$ cat src/rtl/mem_stage.sv
// Memory-access pipeline stage: data RAM with fixed multi-cycle access latency,
// branch resolution and the MEM/WB register, with stall/bubble on long accesses.
module mem_stage #(
  parameter int unsigned MEM_DEPTH   = 64,
  parameter int unsigned MEM_LATENCY = 2,
  parameter logic [31:0] BASE_ADDR   = 32'h1001_0000
) (
  input  logic        clk,
  input  logic        reset,
  input  logic        in_Zero,
  input  logic [31:0] in_ALUResult,
  input  logic [31:0] in_ReadData2,
  input  logic [31:0] in_BranchAddress,
  input  logic        in_CtrlMemRead,
  input  logic        in_CtrlMemWrite,
  input  logic        in_CtrlALUOrMem,
  input  logic        in_CtrlBranchEquals,
  input  logic        in_CtrlBranchNotEquals,
  input  logic        in_CtrlRegWrite,
  input  logic [4:0]  in_WriteReg,
  output logic        out_Stall,
  output logic        out_PCSrc,
  output logic [31:0] out_BranchTarget,
  output logic        out_Flush,
  output logic [31:0] out_ReadData,
  output logic [31:0] out_ALUResult,
  output logic [4:0]  out_WriteReg,
  output logic        out_CtrlRegWrite,
  output logic        out_CtrlALUOrMem,
  output logic        out_AddrFault
);

  localparam int unsigned IDX_W = (MEM_DEPTH > 32'd1) ? $clog2(MEM_DEPTH) : 1;
  localparam int unsigned CNT_W = (MEM_LATENCY > 32'd1) ? $clog2(MEM_LATENCY) : 1;
  localparam logic [CNT_W-1:0] CNT_LOAD =
    CNT_W'((MEM_LATENCY >= 32'd2) ? (MEM_LATENCY - 32'd2) : 32'd0);
  localparam logic [29:0] DEPTH_WORDS = 30'(MEM_DEPTH);

  typedef enum logic [0:0] {
    ST_IDLE = 1'b0,
    ST_BUSY = 1'b1
  } state_e;

  state_e           state_q;
  logic [CNT_W-1:0] cnt_q;
  logic [31:0]      mem_q [MEM_DEPTH];

  logic [31:0] rd_data_q, rd_data_d;
  logic [31:0] alu_q, alu_d;
  logic [4:0]  wreg_q, wreg_d;
  logic        regwr_q, regwr_d;
  logic        aom_q, aom_d;
  logic        fault_q, fault_d;

  logic             memop_s, is_load_s, is_store_s;
  logic [31:0]      offset_s;
  logic [IDX_W-1:0] index_s;
  logic             fault_s, start_s, stall_s, complete_s;

  // Request decode and address range/alignment check
  always_comb begin
    memop_s    = in_CtrlMemRead | in_CtrlMemWrite;
    is_store_s = in_CtrlMemWrite;
    is_load_s  = in_CtrlMemRead & ~in_CtrlMemWrite;
    offset_s   = in_ALUResult - BASE_ADDR;
    index_s    = offset_s[IDX_W+1:2];
    fault_s    = memop_s & ((offset_s[1:0] != 2'b00) |
                            (in_ALUResult < BASE_ADDR) |
                            (offset_s[31:2] >= DEPTH_WORDS));
    start_s    = (state_q == ST_IDLE) & memop_s & ~fault_s;
  end

  // Stall and completion decode from the access state
  always_comb begin
    stall_s    = 1'b0;
    complete_s = 1'b0;
    case (state_q)
      ST_IDLE: begin
        if (start_s) begin
          if (MEM_LATENCY > 32'd1) begin
            stall_s = 1'b1;
          end else begin
            complete_s = 1'b1;
          end
        end else begin
          stall_s = 1'b0;
        end
      end
      ST_BUSY: begin
        if (cnt_q != {CNT_W{1'b0}}) begin
          stall_s = 1'b1;
        end else begin
          complete_s = 1'b1;
        end
      end
      default: begin
        stall_s    = 1'b0;
        complete_s = 1'b0;
      end
    endcase
  end

  // Stall is masked during reset so upstream never freezes on a cleared stage
  assign out_Stall        = stall_s & ~reset;
  assign out_PCSrc        = ~memop_s & ((in_CtrlBranchEquals & in_Zero) |
                                        (in_CtrlBranchNotEquals & ~in_Zero));
  assign out_Flush        = out_PCSrc;
  assign out_BranchTarget = in_BranchAddress;

  // MEM/WB next state: bubble while stalled, otherwise load from EX/MEM
  always_comb begin
    rd_data_d = rd_data_q;
    alu_d     = alu_q;
    wreg_d    = wreg_q;
    aom_d     = aom_q;
    regwr_d   = 1'b0;
    fault_d   = fault_q | fault_s;
    if (stall_s) begin
      regwr_d = 1'b0;
    end else begin
      alu_d   = in_ALUResult;
      wreg_d  = in_WriteReg;
      aom_d   = in_CtrlALUOrMem;
      regwr_d = in_CtrlRegWrite & ~fault_s;
      if (complete_s & is_load_s & ~fault_s) begin
        rd_data_d = mem_q[index_s];
      end else begin
        rd_data_d = 32'h0000_0000;
      end
    end
  end

  // Access FSM, latency counter and MEM/WB register
  always_ff @(posedge clk) begin
    if (reset) begin
      state_q   <= ST_IDLE;
      cnt_q     <= {CNT_W{1'b0}};
      rd_data_q <= 32'h0000_0000;
      alu_q     <= 32'h0000_0000;
      wreg_q    <= 5'd0;
      regwr_q   <= 1'b0;
      aom_q     <= 1'b0;
      fault_q   <= 1'b0;
    end else begin
      case (state_q)
        ST_IDLE: begin
          if (start_s && (MEM_LATENCY > 32'd1)) begin
            state_q <= ST_BUSY;
            cnt_q   <= CNT_LOAD;
          end
        end
        ST_BUSY: begin
          if (cnt_q != {CNT_W{1'b0}}) begin
            cnt_q <= cnt_q - CNT_W'(1);
          end else begin
            state_q <= ST_IDLE;
          end
        end
        default: begin
          state_q <= ST_IDLE;
          cnt_q   <= {CNT_W{1'b0}};
        end
      endcase
      rd_data_q <= rd_data_d;
      alu_q     <= alu_d;
      wreg_q    <= wreg_d;
      regwr_q   <= regwr_d;
      aom_q     <= aom_d;
      fault_q   <= fault_d;
    end
  end

  // Data RAM write port; contents survive reset, aborted accesses never write
  always_ff @(posedge clk) begin
    if (!reset && complete_s && is_store_s && !fault_s) begin
      mem_q[index_s] <= in_ReadData2;
    end
  end

  assign out_ReadData     = rd_data_q;
  assign out_ALUResult    = alu_q;
  assign out_WriteReg     = wreg_q;
  assign out_CtrlRegWrite = regwr_q;
  assign out_CtrlALUOrMem = aom_q;
  assign out_AddrFault    = fault_q;

endmodule

$ cat config.mk
export PLATFORM = sky130hd
export DESIGN_NAME = mem_stage
export DESIGN_NICKNAME = d
export VERILOG_FILES = /design/src/rtl/mem_stage.sv
export SDC_FILE = /design/constraint.sdc
export NUM_CORES = 2
export LEC_CHECK = 0
export ABC_AREA = 1
export BUFFER_PORTS_ARGS = -buffer_cell sky130_fd_sc_hd__buf_2
export CAP_MARGIN = 20
export CORE_ASPECT_RATIO = 1.4
export CORE_UTILIZATION = 35
export DETAILED_ROUTE_END_ITERATION = 16
export GPL_TIMING_DRIVEN = 1
export PLACE_DENSITY_LB_ADDON = 0.12
export RECOVER_POWER = 100
export SKIP_LAST_GASP = 1
export SLEW_MARGIN = 20
export SYNTH_ARGS = -nofsm -noshare
export SYNTH_HDL_FRONTEND = slang
export SYNTH_SLANG_ARGS = --single-unit
$ cat constraint.sdc
create_clock -name clk -period 4 [get_ports clk]
set_input_delay 0.2 -clock clk [delete_from_list [all_inputs] [get_ports clk]]
set_output_delay 0.2 -clock clk [all_outputs]
set_load 0.1 [all_outputs]
==> results.sh <==
export IMPL_status="finished with violations"
export IMPL_violations="capacitance limit, slew limit"
export IMPL_critical_path_required_ns=4.38
export IMPL_final_cell_mix="5349 x nand2_1, 2048 x edfxtp_1, 1821 x inv_1"
export IMPL_peakVddDrop_v=0.000364
export IMPL_drc=0
export IMPL_critPathMaxFanout=33
export IMPL_hold_start="in_CtrlRegWrite"
export IMPL_syn2layout_area_growth_pct=13.2
export IMPL_cts_max_level=4
export IMPL_drt_first_pass_iters=5
export IMPL_cts_setup_buffers=0
export IMPL_grt_pass1_wl_mm=479
export IMPL_async_flop_share=0
export IMPL_hold_path_end="out_CtrlRegWrite"
export IMPL_finClkSkew_ns=0.0413
export IMPL_cts_tree="built"
export IMPL_r2r_end="out_ALUResult[10]"
export IMPL_drtIter0Drc=5397
export IMPL_cts_buffer_depth=4
export IMPL_start_util=0.353
export IMPL_gp_congestion=0.876
export IMPL_die_h_um=621
export IMPL_finalNonFillerCells=14400
export IMPL_routedWlPerCell_um=23.2
export IMPL_period_share=0.902
export IMPL_yosysWarnings=0
export IMPL_worstMarginPinSlew_ns=3.08
export IMPL_cp_data_arrival_time_ns=3.99
export IMPL_period_needed_ns=3.61
export IMPL_synth_area_per_cell_um2=9.12
export IMPL_drive_gt1_frac=0.0536
export IMPL_rsz0062_at_grt="no"
export IMPL_rows=226
export IMPL_slew_violations=1378
export IMPL_hold_path_class="primary input to register"
export IMPL_clock_fmax_ghz=0.277
export IMPL_worstSetupPathType="primary input to register"
export IMPL_synth_edf_count=2048
export IMPL_holdBufCountCts=89
export IMPL_routed_via_count=67600
export IMPL_slew_headroom=-1.05
export IMPL_nets=10800
export IMPL_post_drt_via_cell_ratio=4.69
export IMPL_mostFrequentLayoutCell="nand2_1"
export IMPL_insertion_delay_ns=0.89
export IMPL_cts_root_buffer="clkbuf_16"
export IMPL_leakagePower_uw=0.0507
export IMPL_fp_dieArea_mm2=0.276
export IMPL_grt_pass1_vias=66600
export IMPL_finalHoldViolCount=0
export IMPL_portBuffers=152
export IMPL_grt_overflow_total=0
export IMPL_start_kind="primary input"
export IMPL_synth_fp_nets=10600
export IMPL_whs_path_depth=4
export IMPL_core_area_mm2=0.271
export IMPL_multi_input_area_mm2=0.0238
export IMPL_setup_tns_final_ns=0
export IMPL_place_inst=13900
export IMPL_maxCapViolCount=48
export IMPL_regArea_mm2=0.0630
export IMPL_path_clk_slew_ns=0.07
export IMPL_routed_wl_met3_mm=15.6
export IMPL_cts_sinks=2121
export IMPL_p_per_area_mw_per_mm2=439
export IMPL_hpwl_mm=196
export IMPL_worstReg2RegStart="state_q"
export IMPL_wl_met1_mm=139
export IMPL_synthCells=10500
export IMPL_wl_mm=334
export IMPL_reg2reg_slack_ns=1.24
export IMPL_io_pins=217
export IMPL_dr_wl_met2_mm=167
export IMPL_rr_worst_depth=7
export IMPL_synthDistinctLibCells=28
export IMPL_synth_flop_cell="edfxtp_1"
export IMPL_ant_nets=0
export IMPL_track_usage=0.241
export IMPL_worst_setup_path_end_kind="register"
export IMPL_cts_buffers=218
export IMPL_die_w_um=444
export IMPL_ys_ff_latch=2121
export IMPL_dr_max_layer_used="met5"
export IMPL_antenna_found_initial=24
export IMPL_grt_max_degree=166
export IMPL_syn_area_mm2=0.0957
export IMPL_fillCellCount=27000
export IMPL_setup_viol=0
export IMPL_cts_resized=0
export IMPL_ys_seq_area_frac=0.658
-- through the flow --
step / cell area (µm²) / total power, µW / worst slack (ns) / hold WS (ns) / utilization
after floorplan: 95700 / 26700 / 0.794 / 0.299 / -
after global placement: 102000 / 28000 / 0.291 / 0.401 / 0.374
after detailed placement: 102000 / 28000 / 0.294 / 0.401 / 0.374
after CTS: 109000 / 48000 / 0.956 / 0.00301 / 0.402
after global routing: 108000 / 48900 / 0.375 / 0.125 / 0.399
final: 108000 / 47500 / 0.393 / 0.159 / 0.399
-- power by group --
group / switching (µW) / internal, µW
combinational: 2500 / 690
sequential: 12.6 / 24400
clock: 8890 / 11000
total: 11400 / 36100
-- cells in the mapped netlist (4+ instances only) --
cell / n / area [µm²]
nand3_4: 7 / 123
buf_6: 11 / 124
inv_1: 1824 / 6850
dfxtp_1: 73 / 1460
o21ai_1: 15 / 75.1
buf_2: 156 / 781
nor2_1: 430 / 1610
nor2_2: 5 / 31.3
buf_4: 36 / 270
a21oi_1: 6 / 30.0
nand4_1: 33 / 206
nand3_1: 36 / 180
edfxtp_1: 2048 / 61500
nor2_4: 4 / 45.0
clkbuf_1: 223 / 837
o21ai_0: 34 / 170
nor3_1: 13 / 65.1
nand2_1: 5346 / 20100
buf_1: 53 / 199
nand2_2: 5 / 31.3
o21bai_1: 124 / 931
inv_2: 4 / 15.0
-- sequential cells by signal, summed over array words and instances, names as in the netlist --
| name | count |
|---|---|
| out_WriteReg | 5 |
| out_AddrFault | 1 |
| mem_q | 2048 |
| out_ReadData | 32 |
| out_ALUResult | 32 |
| out_CtrlALUOrMem | 1 |
| state_q | 1 |
| out_CtrlRegWrite | 1 |
-- final cells by class --
class | count | share of cell area
diodes | 9 | 0.000208
clock buffers | 285 | 0.0541
clock inverters | 107 | 0.00771
inverters | 1828 | 0.0636
multi-input cells | 6063 | 0.220
flip-flops and latches | 2121 | 0.581
well taps | 3534 | 0.0408
repair buffers | 471 | 0.0327
-- critical path, stage by stage --
cell	delay [ns]
dlygate4sd3_1	0.55
clkbuf_1	1.59
clkbuf_1	1.56
-- per-layer routing --
metal	GRT usage	vias up
li1	-	32300
met1	0.303	33200
met2	0.430	1617
met3	0.0267	484
met4	0.0779	2
met5	0	-
-- kinds of logic after synthesis --
logic type      share of synthesized area
buf+inv                            0.0950
flops                               0.658
simple gates                        0.234
compound gates                     0.0126
-- worst max path at each step --
stage	startpoint	end	slack (ns)
global placement	in_ALUResult[4]	out_ReadData[24]	0.29
global route	in_ALUResult[24]	mem_q[25][14]	0.37
finish	in_ReadData2[7]	mem_q[23][7]	0.39
floorplan	in_ALUResult[4]	mem_q[10][0]	0.79
CTS	in_ALUResult[22]	mem_q[18][16]	0.96
detailed placement	in_ALUResult[4]	out_ReadData[24]	0.29
No activity file was read; power rests on OpenSTA's default activity.
